[config.mk]
export PLATFORM = sky130hd
export DESIGN_NAME = timer_counter_gen2_flat
export DESIGN_NICKNAME = d
export VERILOG_FILES = /design/src/rtl/timer_counter_gen2_pkg.sv /design/src/rtl/timer_counter_gen2_if.sv /design/src/rtl/timer_counter_gen2_prescaler.sv /design/src/rtl/timer_counter_gen2.sv /design/src/flat_wrapper.sv
export SDC_FILE = /design/constraint.sdc
export NUM_CORES = 1
export LEC_CHECK = 0
export CORE_ASPECT_RATIO = 1.4
export CORE_UTILIZATION = 30
export CTS_BUF_LIST = sky130_fd_sc_hd__clkbuf_4 sky130_fd_sc_hd__clkbuf_8 sky130_fd_sc_hd__clkbuf_16
export DETAILED_ROUTE_END_ITERATION = 6
export GPL_TIMING_DRIVEN = 0
export SYNTH_ARGS = -nofsm -noshare
export SYNTH_HDL_FRONTEND = slang
export SYNTH_SLANG_ARGS = --single-unit
[constraint.sdc]
create_clock -name sys_clk -period 3.15 [get_ports sys_clk]
set_input_delay 0.7875 -clock sys_clk [delete_from_list [all_inputs] [get_ports sys_clk]]
set_output_delay 0.7875 -clock sys_clk [all_outputs]
set_load 0.05 [all_outputs]
[src/rtl/timer_counter_gen2_pkg.sv]
// Shared timer constants: counting modes, flag_clr bit indices and
// default widths for the gen2 timer counter and its prescaler.
package timer_counter_gen2_pkg;

  localparam int CNT_W_DEF = 64;
  localparam int DIV_W_DEF = 8;

  localparam logic MODE_FREERUN = 1'b0;
  localparam logic MODE_RELOAD  = 1'b1;

  localparam int FLAG_MATCH = 0;
  localparam int FLAG_OVF   = 1;

endpackage

[src/rtl/timer_counter_gen2_if.sv]
// Control/status bundle between the APB register block, the timer core
// and the interrupt logic. master drives control, slave is the core.
interface timer_counter_gen2_if
  import timer_counter_gen2_pkg::*;
#(
  parameter int CNT_W = CNT_W_DEF,
  parameter int DIV_W = DIV_W_DEF
);
  localparam int NWORD = CNT_W / 32;

  logic             count_en;
  logic             div_en;
  logic [DIV_W-1:0] div_val;
  logic             mode;
  logic             halt_req;
  logic             dbg_mode;
  logic [31:0]      wdata;
  logic [3:0]       pstrb;
  logic [NWORD-1:0] wr_sel;
  logic [CNT_W-1:0] cmp_val;
  logic [1:0]       flag_clr;
  logic [CNT_W-1:0] cnt;
  logic             cnt_tick;
  logic             match_flag;
  logic             ovf_flag;
  logic             halt_ack;

  modport master (
    output count_en, div_en, div_val, mode,
    output halt_req, dbg_mode,
    output wdata, pstrb, wr_sel,
    output cmp_val, flag_clr,
    input  cnt, cnt_tick, match_flag,
    input  ovf_flag, halt_ack
  );

  modport slave (
    input  count_en, div_en, div_val, mode,
    input  halt_req, dbg_mode,
    input  wdata, pstrb, wr_sel,
    input  cmp_val, flag_clr,
    output cnt, cnt_tick, match_flag,
    output ovf_flag, halt_ack
  );

endinterface

[src/rtl/timer_counter_gen2_prescaler.sv]
// Linear prescaler: clk, rst_n, count_en, div_en, div_val, halted,
// restart in; tick out (combinational, one per div_val+1 active cycles).
module timer_prescaler
  import timer_counter_gen2_pkg::*;
#(
  parameter int DIV_W = DIV_W_DEF
) (
  input  logic             clk,
  input  logic             rst_n,
  input  logic             count_en,
  input  logic             div_en,
  input  logic [DIV_W-1:0] div_val,
  input  logic             halted,
  input  logic             restart,
  output logic             tick
);

  logic [DIV_W-1:0] div_cnt_q, div_cnt_d;
  logic             active;
  logic             reached;

  assign active  = count_en & ~halted;
  // >= so a lowered div_val fires on the next active cycle
  assign reached = div_cnt_q >= div_val;
  assign tick    = active & (~div_en | reached);

  always_comb begin
    div_cnt_d = div_cnt_q;
    if (restart || !count_en || !div_en) begin
      div_cnt_d = '0;
    end else if (!halted) begin
      div_cnt_d = reached ? '0 : div_cnt_q + DIV_W'(1);
    end
  end

  always_ff @(posedge clk or negedge rst_n) begin
    if (!rst_n) div_cnt_q <= '0;
    else        div_cnt_q <= div_cnt_d;
  end

endmodule

[src/rtl/timer_counter_gen2.sv]
// Timer counter core: sys_clk, sys_rst_n and a slave bundle carrying
// control, byte-strobed word writes, compare value and sticky flags.
module timer_counter_gen2
  import timer_counter_gen2_pkg::*;
#(
  parameter int CNT_W = CNT_W_DEF,
  parameter int DIV_W = DIV_W_DEF
) (
  input  logic                 sys_clk,
  input  logic                 sys_rst_n,
  timer_counter_gen2_if.slave  tif
);

  localparam int NWORD = CNT_W / 32;

  logic [CNT_W-1:0] cnt_q, cnt_d;
  logic [CNT_W-1:0] wr_val;
  logic             cnt_tick_q, cnt_tick_d;
  logic             match_q, match_d;
  logic             ovf_q, ovf_d;
  logic             ack_q, ack_d;

  logic halted;
  logic tick;
  logic wr;
  logic cnt_upd;
  logic at_cmp;
  logic at_max;
  logic reload;

  assign halted  = tif.halt_req & tif.dbg_mode;
  assign wr      = |tif.wr_sel;
  assign cnt_upd = tick & ~wr;
  assign at_cmp  = cnt_q == tif.cmp_val;
  assign at_max  = &cnt_q;
  assign reload  = tif.mode == MODE_RELOAD;

  timer_prescaler #(
    .DIV_W (DIV_W)
  ) u_presc (
    .clk      (sys_clk),
    .rst_n    (sys_rst_n),
    .count_en (tif.count_en),
    .div_en   (tif.div_en),
    .div_val  (tif.div_val),
    .halted   (halted),
    .restart  (wr),
    .tick     (tick)
  );

  // every selected word gets the same strobed bytes
  for (genvar k = 0; k < NWORD; k++) begin : g_word
    for (genvar b = 0; b < 4; b++) begin : g_byte
      localparam int LSB = 32 * k + 8 * b;
      assign wr_val[LSB +: 8] =
        (tif.wr_sel[k] & tif.pstrb[b]) ?
        tif.wdata[8*b +: 8] : cnt_q[LSB +: 8];
    end
  end

  always_comb begin
    cnt_d = cnt_q;
    if (wr) begin
      cnt_d = wr_val;
    end else if (cnt_upd) begin
      cnt_d = (reload && at_cmp) ? '0 : cnt_q + CNT_W'(1);
    end
    cnt_tick_d = cnt_upd;
    // a new set beats a same-cycle clear
    match_d = (cnt_upd & at_cmp)
            | (match_q & ~tif.flag_clr[FLAG_MATCH]);
    ovf_d   = (cnt_upd & at_max & ~reload)
            | (ovf_q & ~tif.flag_clr[FLAG_OVF]);
    ack_d   = halted;
  end

  always_ff @(posedge sys_clk or negedge sys_rst_n) begin
    if (!sys_rst_n) begin
      cnt_q      <= '0;
      cnt_tick_q <= 1'b0;
      match_q    <= 1'b0;
      ovf_q      <= 1'b0;
      ack_q      <= 1'b0;
    end else begin
      cnt_q      <= cnt_d;
      cnt_tick_q <= cnt_tick_d;
      match_q    <= match_d;
      ovf_q      <= ovf_d;
      ack_q      <= ack_d;
    end
  end

  assign tif.cnt        = cnt_q;
  assign tif.cnt_tick   = cnt_tick_q;
  assign tif.match_flag = match_q;
  assign tif.ovf_flag   = ovf_q;
  assign tif.halt_ack   = ack_q;

endmodule

[src/flat_wrapper.sv]
// flat-port wrapper written by rule: the top's interface ports become plain ports
module timer_counter_gen2_flat import timer_counter_gen2_pkg::*;
#(
  parameter int CNT_W = CNT_W_DEF,
  parameter int DIV_W = DIV_W_DEF
)
  (sys_clk, sys_rst_n, tif_count_en, tif_div_en, tif_div_val, tif_mode, tif_halt_req, tif_dbg_mode, tif_wdata, tif_pstrb, tif_wr_sel, tif_cmp_val, tif_flag_clr, tif_cnt, tif_cnt_tick, tif_match_flag, tif_ovf_flag, tif_halt_ack);
  timer_counter_gen2_if #(.CNT_W(CNT_W), .DIV_W(DIV_W)) tif_i ();
  input  logic sys_clk;
  input  logic sys_rst_n;
  input wire logic [$bits(tif_i.count_en)-1:0] tif_count_en;
  input wire logic [$bits(tif_i.div_en)-1:0] tif_div_en;
  input wire logic [$bits(tif_i.div_val)-1:0] tif_div_val;
  input wire logic [$bits(tif_i.mode)-1:0] tif_mode;
  input wire logic [$bits(tif_i.halt_req)-1:0] tif_halt_req;
  input wire logic [$bits(tif_i.dbg_mode)-1:0] tif_dbg_mode;
  input wire logic [$bits(tif_i.wdata)-1:0] tif_wdata;
  input wire logic [$bits(tif_i.pstrb)-1:0] tif_pstrb;
  input wire logic [$bits(tif_i.wr_sel)-1:0] tif_wr_sel;
  input wire logic [$bits(tif_i.cmp_val)-1:0] tif_cmp_val;
  input wire logic [$bits(tif_i.flag_clr)-1:0] tif_flag_clr;
  output wire logic [$bits(tif_i.cnt)-1:0] tif_cnt;
  output wire logic [$bits(tif_i.cnt_tick)-1:0] tif_cnt_tick;
  output wire logic [$bits(tif_i.match_flag)-1:0] tif_match_flag;
  output wire logic [$bits(tif_i.ovf_flag)-1:0] tif_ovf_flag;
  output wire logic [$bits(tif_i.halt_ack)-1:0] tif_halt_ack;
  assign tif_i.count_en = tif_count_en;
  assign tif_i.div_en = tif_div_en;
  assign tif_i.div_val = tif_div_val;
  assign tif_i.mode = tif_mode;
  assign tif_i.halt_req = tif_halt_req;
  assign tif_i.dbg_mode = tif_dbg_mode;
  assign tif_i.wdata = tif_wdata;
  assign tif_i.pstrb = tif_pstrb;
  assign tif_i.wr_sel = tif_wr_sel;
  assign tif_i.cmp_val = tif_cmp_val;
  assign tif_i.flag_clr = tif_flag_clr;
  assign tif_cnt = tif_i.cnt;
  assign tif_cnt_tick = tif_i.cnt_tick;
  assign tif_match_flag = tif_i.match_flag;
  assign tif_ovf_flag = tif_i.ovf_flag;
  assign tif_halt_ack = tif_i.halt_ack;
  timer_counter_gen2 #(.CNT_W(CNT_W), .DIV_W(DIV_W)) u_core (.sys_clk(sys_clk), .sys_rst_n(sys_rst_n), .tif(tif_i));
endmodule
==> flow_metrics.py <==
metrics = {
    "yosys": {
        "yosys_warnings": 0,
        "synth_commonest_cells": "76 x dfrtp_1, 66 x inv_1, 65 x xnor2_1",
        "syn_area_sq_um": 5680,
        "ys_seq_elements": 76,
        "postSynthCellCount": 697,
        "syn-num-nets": 826,
        "yosys-top-cells-area": "dfrtp_1 34%, xnor2_1 10%, o22ai_1 4.4%, inv_1 4.4%, a21oi_1 4.3%",
        "yosysTopAreaCell": "dfrtp_1",
        "synth_cell_types": 52,
        "yosysTopAreaCellShare": 0.335,
        "synth-edff-count": 0,
        "synthFlopType": "dfrtp_1",
        "yosysMostFrequentCell": "dfrtp_1",
        "syn_avg_cell_area_sq_um": 8.14,
        "seq_area_frac_synth": 0.335,
        "async_reset_ff_frac": 1.00,
    },
    "drt": {
        "post-route-drc-count": 0,
        "vias_per_cell": 5.77,
        "vias": 6616,
        "routed_wl_microns": 26800,
        "wl_per_cell_microns": 23.4,
        "ant_nets": 0,
        "dr.pass1.iters": 5,
        "drt_iter0_drc": 554,
    },
    "run_status": {
        "outcome": "complete, no violations",
    },
    "final_layout": {
        "area_delta_synth_final_pct": 51.6,
        "fin_nets": 1027,
        "finalNonFillerCells": 1147,
        "post-route-util": 0.465,
        "regArea_sq_um": 1900,
        "final_layout_size_suffix_gt1_frac": 0.0952,
        "antenna_cells": 0,
        "multi_input_area_sq_um": 3680,
        "nFillCells": 1799,
    },
    "clocking": {
        "cts_max_path_buffers": 2,
        "root_buffer": "clkbuf_16",
        "clkLatencyLatePin_ns": 0.34,
        "holdBufCountCts": 0,
        "numCtsBuffers": 9,
        "htreeDepth": 3,
        "clock-sinks": 76,
        "clk_pin_slew_ns": 0.07,
        "cts_tree": "yes",
    },
    "power": {
        "p_leak_nw": 3.34,
        "power_density_nw_per_um2": 516,
        "ir_worst_vdd_uv": 289,
    },
    "global_route": {
        "antenna_found_initial": 0,
        "grt_usage": 0.273,
        "overflow": 0,
        "grt_pass1_vias": 6477,
        "grt_max_degree": 63,
        "grt_pass1_wl_microns": 39000,
    },
    "placed_design": {
        "port-buffer-count": 186,
        "dp.final_hpwl_microns": 20500,
        "placed_cells": 1128,
        "gp_congestion": 0.937,
    },
    "setup_path": {
        "critPathRequiredTime_ns": 3.41,
        "critPathMaxFanout": 10,
        "rr_startpoint": "u_core.tif.cnt[0]$_DFFE_PN0P_",
        "worstPathArrival_ns": 3.33,
        "critPathCapture": "u_core.tif.cnt[26]$_DFFE_PN0P_",
        "r2r-end": "u_core.tif.cnt[54]$_DFFE_PN0P_",
        "cp_num_buf_inv": 3,
        "worstSetupEndpointType": "flip-flop",
        "rr_worst_depth": 8,
        "cp_slowest_stage_delay_ns": 0.74,
        "rrSetupSlack_ns": 0.15,
        "worstSetupPathDepth": 6,
        "cp-start-kind": "input pin",
        "crit_start": "tif_wr_sel[0]",
        "cp_slowest_cell": "clkdlybuf4s50_1",
        "path_cells": "clkdlybuf4s50_1 > or2_2 > clkbuf_1 > clkbuf_1 > a22oi_1 > o22ai_1",
        "critPathKind": "in -> reg",
        "cpMostUsedCell": "clkbuf_1",
        "cp_top_family": "buffers and inverters",
    },
    "floorplanning": {
        "dieArea_sq_um": 19500,
        "rows": 59,
        "ios": 187,
        "coreArea_sq_um": 18500,
        "die_w_microns": 118,
        "die_h_microns": 165,
        "start_util": 0.306,
    },
    "timing": {
        "worst_slew_pin_slew_ns": 0.768,
        "fin_crit_ns": 3.07,
        "finClkSkew_ns": 0.00633,
        "slew_headroom": 0.488,
        "finalSetupViolCount": 0,
        "whs_ns": 0.308,
        "fmax_ghz": 0.326,
        "setup-tns-final_ns": 0,
        "slew_viol_final": 0,
        "report.final.hold_viol_count": 0,
        "post-route-period-util": 0.973,
    },
    "hold_path": {
        "hold_class": "in -> async",
    },
    "job": {
        "maxCapViolCount": 0,
    },
}
## sequential cells by signal, indices dropped and copies added, names as in the netlist
name,count
u_core.tif.cnt,64
u_core.tif.ovf_flag,1
u_core.tif.cnt_tick,1
u_core.tif.match_flag,1
u_core.u_presc.div_cnt_q,8
u_core.tif.halt_ack,1
## cell type report
type,instances,share of cell area
multi-input cells,524,0.428
plain buffers,26,0.0224
flip-flops and latches,76,0.221
inverters,66,0.0288
clock inverters,5,0.00581
well taps,244,0.0355
repair buffers,195,0.230
clock buffers,11,0.0294
## metal layers
metal	wire (microns)	GRT usage	up-vias
met4	1930	0.205	0
met3	1740	0.0366	97
met1	10500	0.323	3171
met5	0	0	-
met2	12700	0.455	360
li1	-	-	2988
## power breakdown
group / internal, W / switching [W] / total, W
logic: 0.000733 / 0.00115 / 0.00188
clock network: 0.000652 / 0.000439 / 0.00109
registers: 0.00113 / 0.000340 / 0.00147
## worst min path at each step
stage	slack (ns)	depth (start not counted)	endpoint
global placement	0.52	2	u_core.tif.match_flag$_DFF_PN0_
detailed placement	0.51	2	u_core.tif.ovf_flag$_DFF_PN0_
finish	0.31	1	u_core.tif.cnt[17]$_DFFE_PN0P_
CTS	0.31	1	u_core.tif.cnt[62]$_DFFE_PN0P_
global route	0.33	1	u_core.tif.cnt[62]$_DFFE_PN0P_
floorplan	0.49	0	u_core.tif.cnt[0]$_DFFE_PN0P_
## logic make-up after synthesis
kind of cell / share of synthesized area
AO/OA/AOI/OAI: 0.257
XOR/XNOR: 0.103
adder cells (fa/ha/maj): 0.0220
buffers and inverters: 0.0646
flip-flops: 0.335
multiplexers: 0.00353
AND/OR/NAND/NOR: 0.215
## repair_timing
item                                    4_1_cts  5_1_grt
endpoints found under the hold margin         0        0
pin swaps                                     8       10
endpoints found under the setup margin       74       70
setup buffers                                 4        4
gates resized for setup                      52       40
## per-stage QoR
step           area [sq um]  power (W)  setup slack, ns
2_1_floorplan          5680    0.00242            0.286
3_3_place_gp           7840    0.00325            -1.79
3_5_place_dp           7870    0.00326            -1.71
4_1_cts                8420    0.00439          0.00406
5_1_grt                8610    0.00459          -0.0268
6_report               8610    0.00444           0.0839
## cell usage in the layout (no fill, tap or decap), types with 10 or more instances in the layout
cell / instances
inv_1: 66
a21oi_1: 49
nand2_1: 59
o31a_1: 22
o21ai_0: 22
o22ai_1: 40
a22o_1: 10
nand3_1: 34
ha_1: 10
clkdlybuf4s50_1: 182
a32oi_1: 15
o2bb2ai_1: 11
xnor2_1: 54
dfrtp_1: 76
nand4_1: 30
nor2_1: 36
Power figures use the tool's default switching activity.
